### config.mk
export PLATFORM = sky130hd
export DESIGN_NAME = multicycle_control
export DESIGN_NICKNAME = d
export VERILOG_FILES = /design/src/rtl/multicycle_control_pkg.sv /design/src/rtl/multicycle_control_alu_decoder.sv /design/src/rtl/multicycle_control.sv
export SDC_FILE = /design/constraint.sdc
export NUM_CORES = 1
export LEC_CHECK = 0
export CORE_MARGIN = 5
export CORE_UTILIZATION = 46
export CTS_CLUSTER_SIZE = 24
export DETAILED_ROUTE_END_ITERATION = 16
export PLACE_DENSITY = 0.75
export SLEW_MARGIN = 20
export SYNTH_ARGS = -nofsm -noshare
export SYNTH_HDL_FRONTEND = slang
export SYNTH_SLANG_ARGS = --single-unit
### constraint.sdc
create_clock -name clk -period 2.5 [get_ports clk]
set_input_delay 0.25 -clock clk [delete_from_list [all_inputs] [get_ports clk]]
set_output_delay 0.25 -clock clk [all_outputs]
set_load 0.02 [all_outputs]
### src/rtl/multicycle_control_pkg.sv
// Shared encodings for the multicycle controller: states, opcode/funct constants, ALU codes, per-state controls.
// ILLEGAL_TRAP_EN adds the TRAP state used to park the FSM on an illegal instruction.
package multicycle_control_pkg;

   typedef enum logic [3:0] {
      S_FETCH    = 4'd0,
      S_DECODE   = 4'd1,
      S_MEMADR   = 4'd2,
      S_MEMRD    = 4'd3,
      S_MEMWB    = 4'd4,
      S_MEMWR    = 4'd5,
      S_EXECUTE  = 4'd6,
      S_ALUWB    = 4'd7,
      S_BRANCH   = 4'd8,
      S_ADDIEXEC = 4'd9,
      S_ADDIWB   = 4'd10,
      S_JUMP     = 4'd11
`ifdef ILLEGAL_TRAP_EN
      , S_TRAP   = 4'd12
`endif
   } state_t;

   localparam logic [5:0] OP_RTYPE = 6'b000000;
   localparam logic [5:0] OP_LW    = 6'b100011;
   localparam logic [5:0] OP_SW    = 6'b101011;
   localparam logic [5:0] OP_BEQ   = 6'b000100;
   localparam logic [5:0] OP_ADDI  = 6'b001000;
   localparam logic [5:0] OP_J     = 6'b000010;

   localparam logic [5:0] FN_AND = 6'b100100;
   localparam logic [5:0] FN_OR  = 6'b100101;
   localparam logic [5:0] FN_ADD = 6'b100000;
   localparam logic [5:0] FN_SUB = 6'b100010;
   localparam logic [5:0] FN_SLT = 6'b101010;

   localparam logic [2:0] ALU_AND = 3'b000;
   localparam logic [2:0] ALU_OR  = 3'b001;
   localparam logic [2:0] ALU_ADD = 3'b010;
   localparam logic [2:0] ALU_SUB = 3'b110;
   localparam logic [2:0] ALU_SLT = 3'b111;

   typedef struct packed {
      logic [2:0] alu_sel;
      logic       alu_src_a;
      logic [1:0] alu_src_b;
      logic [1:0] pc_src;
      logic       iord;
      logic       ir_write;
      logic       mem_write;
      logic       reg_write;
      logic       reg_dst;
      logic       mem_to_reg;
      logic       pc_en;
   } ctrl_t;

   // Moore outputs of a state; rsel only matters for EXECUTE. Unlisted fields stay 0.
   function automatic ctrl_t state_ctrl(input state_t s, input logic [2:0] rsel);
      ctrl_t c;
      c = '0;
      case (s)
         S_FETCH: begin
            c.ir_write  = 1'b1;
            c.alu_src_b = 2'b01;
            c.alu_sel   = ALU_ADD;
            c.pc_en     = 1'b1;
         end
         S_DECODE: begin
            c.alu_src_b = 2'b11;
            c.alu_sel   = ALU_ADD;
         end
         S_MEMADR, S_ADDIEXEC: begin
            c.alu_src_a = 1'b1;
            c.alu_src_b = 2'b10;
            c.alu_sel   = ALU_ADD;
         end
         S_MEMRD: c.iord = 1'b1;
         S_MEMWB: begin
            c.mem_to_reg = 1'b1;
            c.reg_write  = 1'b1;
         end
         S_MEMWR: begin
            c.iord      = 1'b1;
            c.mem_write = 1'b1;
         end
         S_EXECUTE: begin
            c.alu_src_a = 1'b1;
            c.alu_sel   = rsel;
         end
         S_ALUWB: begin
            c.reg_dst   = 1'b1;
            c.reg_write = 1'b1;
         end
         S_BRANCH: begin
            c.alu_src_a = 1'b1;
            c.alu_sel   = ALU_SUB;
            c.pc_src    = 2'b01;
         end
         S_ADDIWB: c.reg_write = 1'b1;
         S_JUMP: begin
            c.pc_src = 2'b10;
            c.pc_en  = 1'b1;
         end
         default: c = '0;
      endcase
      return c;
   endfunction

endpackage

### src/rtl/multicycle_control_alu_decoder.sv
// Combinational funct -> alu_sel decode with an illegal-funct flag; zero latency, no flow control.
module alu_decoder
   import multicycle_control_pkg::*;
(
   input  logic [5:0] funct,
   output logic [2:0] alu_sel,
   output logic       illegal
);

   always_comb begin
      alu_sel = ALU_ADD;
      illegal = 1'b0;
      case (funct)
         FN_AND:  alu_sel = ALU_AND;
         FN_OR:   alu_sel = ALU_OR;
         FN_ADD:  alu_sel = ALU_ADD;
         FN_SUB:  alu_sel = ALU_SUB;
         FN_SLT:  alu_sel = ALU_SLT;
         default: illegal = 1'b1;
      endcase
   end

endmodule

### src/rtl/multicycle_control.sv
// Moore control FSM for a multicycle MIPS-subset datapath; outputs registered, one state per clk, no backpressure.
// ILLEGAL_TRAP_EN: illegal opcode/funct parks in TRAP with sticky illegal=1 until reset; otherwise it retires as a NOP.
module multicycle_control
   import multicycle_control_pkg::*;
(
   input  logic       clk,
   input  logic       rst_n,
   input  logic [5:0] opcode,
   input  logic [5:0] funct,
   input  logic       zf,
   output logic [2:0] alu_sel,
   output logic       alu_src_a,
   output logic [1:0] alu_src_b,
   output logic [1:0] pc_src,
   output logic       iord,
   output logic       ir_write,
   output logic       mem_write,
   output logic       reg_write,
   output logic       reg_dst,
   output logic       mem_to_reg,
   output logic       pc_en,
   output logic       illegal
);

`ifdef ILLEGAL_TRAP_EN
   localparam state_t ILL_NXT = S_TRAP;
`else
   localparam state_t ILL_NXT = S_FETCH;
`endif

   state_t     state, nxt;
   ctrl_t      ctl;
   logic       is_sw, funct_bad;
   logic [2:0] dec_sel;
   logic       dec_bad;

   alu_decoder u_alu_decoder (
      .funct   (funct),
      .alu_sel (dec_sel),
      .illegal (dec_bad)
   );

   always_comb begin
      nxt = S_FETCH;
      case (state)
         S_FETCH: nxt = S_DECODE;
         S_DECODE: begin
            case (opcode)
               OP_LW, OP_SW: nxt = S_MEMADR;
               OP_RTYPE:     nxt = S_EXECUTE;
               OP_BEQ:       nxt = S_BRANCH;
               OP_ADDI:      nxt = S_ADDIEXEC;
               OP_J:         nxt = S_JUMP;
               default:      nxt = ILL_NXT;
            endcase
         end
         S_MEMADR:   nxt = is_sw ? S_MEMWR : S_MEMRD;
         S_MEMRD:    nxt = S_MEMWB;
         S_EXECUTE:  nxt = funct_bad ? ILL_NXT : S_ALUWB;
         S_ADDIEXEC: nxt = S_ADDIWB;
`ifdef ILLEGAL_TRAP_EN
         S_TRAP:     nxt = S_TRAP;
`endif
         default:    nxt = S_FETCH;
      endcase
   end

`ifdef ILLEGAL_TRAP_EN
   logic illegal_q;
`endif

   // lw/sw and the funct verdict are captured in DECODE so the instruction bits can move afterwards.
   always_ff @(posedge clk or negedge rst_n) begin
      if (!rst_n) begin
         state     <= S_FETCH;
         ctl       <= state_ctrl(S_FETCH, ALU_ADD);
         is_sw     <= 1'b0;
         funct_bad <= 1'b0;
`ifdef ILLEGAL_TRAP_EN
         illegal_q <= 1'b0;
`endif
      end else begin
         state <= nxt;
         ctl   <= state_ctrl(nxt, dec_sel);
         if (state == S_DECODE) begin
            is_sw     <= (opcode == OP_SW);
            funct_bad <= dec_bad;
         end
`ifdef ILLEGAL_TRAP_EN
         if (nxt == S_TRAP) illegal_q <= 1'b1;
`endif
      end
   end

`ifdef ILLEGAL_TRAP_EN
   assign illegal = illegal_q;
`else
   assign illegal = 1'b0;
`endif

   assign alu_sel    = ctl.alu_sel;
   assign alu_src_a  = ctl.alu_src_a;
   assign alu_src_b  = ctl.alu_src_b;
   assign pc_src     = ctl.pc_src;
   assign iord       = ctl.iord;
   assign reg_dst    = ctl.reg_dst;
   assign mem_to_reg = ctl.mem_to_reg;
   // Enables are masked by rst_n so the FETCH reset image cannot write while reset is held.
   assign ir_write   = ctl.ir_write  & rst_n;
   assign mem_write  = ctl.mem_write & rst_n;
   assign reg_write  = ctl.reg_write & rst_n;
   assign pc_en      = (ctl.pc_en | ((state == S_BRANCH) & zf)) & rst_n;

endmodule

After elaboration in Yosys (flattened, before gate mapping)
Cells that the tools add are included.

operators by class
  equality and inequality tests = 27
  multiplexer cells = 17
  bitwise operators = 6
  reductions and logical operators = 11

operator list
  kind                                                                    number
  6-bit equality test (second input constant)                             7
  4-bit equality test (second input constant)                             6
  4-bit one-hot mux with 6 select lines                                   1
  4-bit by 3-bit equality test with 1-bit output (second input constant)  5
  4-bit one-hot mux with 5 select lines                                   1
  4-bit by 2-bit equality test with 1-bit output (second input constant)  4
  3-bit one-hot mux with 4 select lines                                   1
  1-bit 2-to-1 mux                                                        9
  3-bit one-hot mux with 3 select lines                                   1
  4-bit by 1-bit equality test with 1-bit output (second input constant)  2
  4-bit logical NOT                                                       2
  2-bit OR reduction                                                      4
  4-bit OR reduction                                                      2
  6-bit by 2-bit equality test with 1-bit output (second input constant)  1
  6-bit by 3-bit equality test with 1-bit output (second input constant)  1
  6-bit by 4-bit equality test with 1-bit output (second input constant)  1
  6-bit logical NOT                                                       1
  3-bit 2-to-1 mux                                                        2
  2-bit one-hot mux with 3 select lines                                   1
  1-bit AND                                                               5
  5-bit OR reduction                                                      1
  2-bit one-hot mux with 2 select lines                                   1
  3-bit OR reduction                                                      1
  1-bit bitwise OR                                                        1

storage, ports and cells
  register bits = 21

Depth between registers and ports, before layout
  word-level depth = 7
  gate-level depth with buffers = 6

Cells and area by module
From an unflattened synthesis, not the netlist that was laid out.

unflattened totals
  cell total of the unflattened synthesis = 124
  area total of the unflattened synthesis = 1154.9 µm²

modules (own cells, without submodules)
  module              times used  cells an instance  area each (µm²)  seq. area each (µm²)
  multicycle_control  1           114                1071.0           530.5
  alu_decoder         1           10                 83.8             0.0

Worst setup path after synthesis
Ideal clock, no wire load.

  path type = register to register
  start = register state[2]
  end = register ctl, in the netlist alu_sel[1]
  library setup time = 0.084 ns
  arrival time = 1.791 ns
  data required time = 2.416 ns
  path slack = 0.626 ns
  stages on the path, launching flop included = 7
  period minus slack after synthesis = 1.874 ns
  cells stage by stage = dfrtp_1 -> buf_6 -> or3b_4 -> a2111oi_1 -> a221oi_2 -> nor3b_2 -> a311o_1

on the way
  word-level cells in the longest chain between the ends = 5

RTL lines
  element                                                                 RTL line                      RTL
  from (decl)                                                             multicycle_control.sv:31      state_t state, nxt;
  from (signal assigned)                                                  multicycle_control.sv:83      state <= nxt;
  4-bit equality test (tied with other cells)                             multicycle_control.sv:45      case (state)
  4-bit one-hot mux with 6 select lines *                                 multicycle_control.sv:45
  4-bit by 2-bit equality test with 1-bit output (tied with other cells)  multicycle_control_pkg.sv:60  case (s)
  4-bit OR reduction (no line)                                            --
  3-bit one-hot mux with 3 select lines *                                 multicycle_control_pkg.sv:60
  to (signal assigned)                                                    multicycle_control.sv:76      ctl <= state_ctrl(S_FETCH, ALU_ADD);
  to (signal assigned)                                                    multicycle_control.sv:84      ctl <= state_ctrl(nxt, dec_sel);
  to (decl)                                                               multicycle_control.sv:32      ctrl_t ctl;

Mark *: on every way between the ends. The rest lies on a longest branch, timed or not.
A chain may end at the register's enable or synchronous reset.

Final worst setup path
  start = register state[2]
  end = output port pc_en

on the way
  word-level cells in the longest chain between the ends = 4

RTL lines
  element              RTL line                   RTL
  4-bit equality test  multicycle_control.sv:112  assign pc_en = (ctl.pc_en | ((state == S_BRANCH) & zf)) & rst_n;
  1-bit AND            multicycle_control.sv:112
  1-bit bitwise OR     multicycle_control.sv:112
  1-bit AND            multicycle_control.sv:112
  to (decl)            multicycle_control.sv:21   output logic pc_en,

No other way between the ends.

==> results_dict.tcl <==
set metrics [dict create \
    startpoint "state[2]" \
    p_seq_share_pct 42.0 \
    skew_ps 10.7 \
    syn_area_per_cell_um2 10.2 \
    route.detailed.drc 0 \
    maxCapViolations 0 \
    status "complete, no violations" \
    critical-path-slowest-cell "clkdlybuf4s50_1" \
    grtUsageTotal_pct 16.3 \
    synth_seq_cells 21 \
    cp_cell_sequence "nor2_1 > and4b_1 > o21a_1 > clkdlybuf4s50_1" \
    ys_types 41 \
    syn_area_mm2 0.00110 \
    cts-resized-gates 0 \
    clkTransAtPathRegs_ps 110 \
    rsz0062_at_grt "false" \
    drt-initial-drc-count 23 \
    critPathMaxStageDelay_ps 590 \
    vias_per_cell 5.63 \
    dieArea_mm2 0.00346 \
    area_delta_synth_final_pct 27.9 \
    peakVddDrop_mv 0.385 \
    place.gp.congestion 0.874 \
    clock_tree.buffer_depth 2 \
    grt_max_degree 15 \
    finalCriticalPeriod_ps 2140 \
    fin_nets 151 \
    leakage_nw 0.592 \
    cp-end-kind "output port" \
    hold_buffers 0 \
    slew_viol_final 0 \
    insertion_delay_ps 310 \
    path_class "reg -> out" \
    yosys_warnings 0 \
    max_clock_freq_ghz 0.466 \
    cts-root-buf "clkbuf_4" \
    reg2reg_slack_ps 440 \
    num_rows 17 \
    ys_top_cells_by_count "17 x dfrtp_1, 9 x nor2_1, 8 x buf_4, 7 x inv_1, 7 x nor3_1" \
    cp_max_fo 9 \
    cts_max_level 1 \
    p_sw_w 0.000407 \
    portBuffers 29 \
    grt_pass1_vias 993 \
    max-slew-margin-rel_pct 60.8 \
    min_period_over_period_pct 85.8 \
    r2r-end "alu_sel[1]" \
    ios 31 \
    hpwl_mm 1.94 \
    antenna_found_initial 0 \
    numCtsBuffers 3 \
    coreArea_mm2 0.00225 \
    wire_per_inst_um 14.8 \
    vias 917 \
    final_util_pct 62.3 \
    hp-class "in -> async" \
    pwr-share-clk_pct 14.8 \
    start_util_pct 48.7 \
    synthTopCellsByArea "dfrtp_1 39%, dfstp_2 9.6%, buf_4 5.5%" \
    yosysMostFrequentCell "dfrtp_1" \
    setup_violations 0 \
    first_pass_iters 4 \
    synth_edf_count 0 \
    hold_violations 0 \
    powerDensity_mw_per_mm2 798 \
    synth_nets 123 \
    postSynth.asyncResetShare_pct 100 \
    synthCells 108 \
    comb_power_share_pct 43.3 \
    tns_ps 0 \
    rr_worst_depth 5 \
    fp.dieH_um 58.8 \
    clock_sinks 21 \
    p_int_w 0.000713 \
    startpoint_type "flip-flop" \
    drtAntennaViolNets 0 \
    die_w_um 58.8 \
    overflow 0 \
    required_ps 2250 \
    r2r_start "state[2]" \
    cts_tree "built" \
    insertedDiodeCount 0 \
    worstMarginPinSlew_ps 582 \
    drive_gt1_share_pct 14.1 \
    synth.largest_area_cell "dfrtp_1" \
    drt_wl_total_mm 2.42 \
    synth_seq_area_share_pct 48.3 \
    swShare_pct 36.3 \
    cts_setup_buffers 0 \
    cp.arrival_ps 1890 \
    synth_top_area_share_pct 38.8 \
    synth_ff_type "dfrtp_1" \
    grt_pass1_wl_mm 4.27 \
]
==> critical path: cells and delay by family, from the launching register on <==
kind                   cells  cell delay (ps)
buffers and inverters      1              590
AO/OA/AOI/OAI              1              110
AND/OR/NAND/NOR            2              390
flip-flops                 1              500
==> cells in the final DEF (no fill, tap or decap), types with 4 or more instances in the layout <==
| cell type | instances |
|---|---|
| buf_4 | 4 |
| dfrtp_1 | 17 |
| nor2_1 | 9 |
| and2_1 | 6 |
| a21oi_1 | 5 |
| nand2_1 | 6 |
| nor3_1 | 7 |
| clkdlybuf4s50_1 | 29 |
| inv_1 | 7 |
| dfstp_2 | 4 |
==> per-layer routing <==
metal	track usage (%)	share of wire, %	vias to the layer above
li1	-	-	428
met1	19.2	39	443
met2	28.4	53	41
met3	2.41	6.0	5
met4	8.74	2.2	0
met5	0	0	-
==> power by group through the flow <==
stage	combinational (W)	sequential (W)	clock (W)
after floorplan	0.000335	0.000472	0
after global placement	0.000475	0.000473	0
after detailed placement	0.000481	0.000477	0
after CTS	0.000484	0.000471	0.000165
after global routing	0.000527	0.000480	0.000184
final	0.000485	0.000470	0.000165
==> cell families (layout without fill, tap and decap cells) <==
kind of cell,count (synthesis),after routing,synth area share [%]
xor+xnor,1,1,0.798
other cells,1,1,0.342
mux,1,1,1.03
simple gates,49,49,27.1
flops,21,21,48.3
buf+inv,17,44,9.35
compound gates,18,18,13.0
==> worst max-delay path by stage <==
stage	endpoint	slack, ps	cells after the start
2_1_floorplan	alu_sel[1]	630	6
3_3_place_gp	alu_sel[1]	280	6
3_5_place_dp	alu_sel[1]	230	6
4_1_cts	pc_en	330	4
5_1_grt	pc_en	240	4
6_report	pc_en	360	4
==> metrics by stage <==
stage	cells	hold slack [ps]	area (um2)	power [W]	setup slack [ps]
final	163	233	1400	0.00112	356
after detailed placement	159	509	1380	0.000958	229
after CTS	163	250	1400	0.00112	332
after global placement	159	514	1380	0.000948	280
after global routing	163	251	1400	0.00119	240
after floorplan	108	-45.6	1100	0.000807	626
==> layout make-up <==
type	count	area, um2
timing repair buffer	33	320
tap	28	35.0
sequential	21	531
clock inverter	1	5.00
multi-input combinational	70	464
fill	209	851
inverter	7	26.3
clock buffer	3	22.5
No activity file was read; power rests on OpenSTA's default activity.
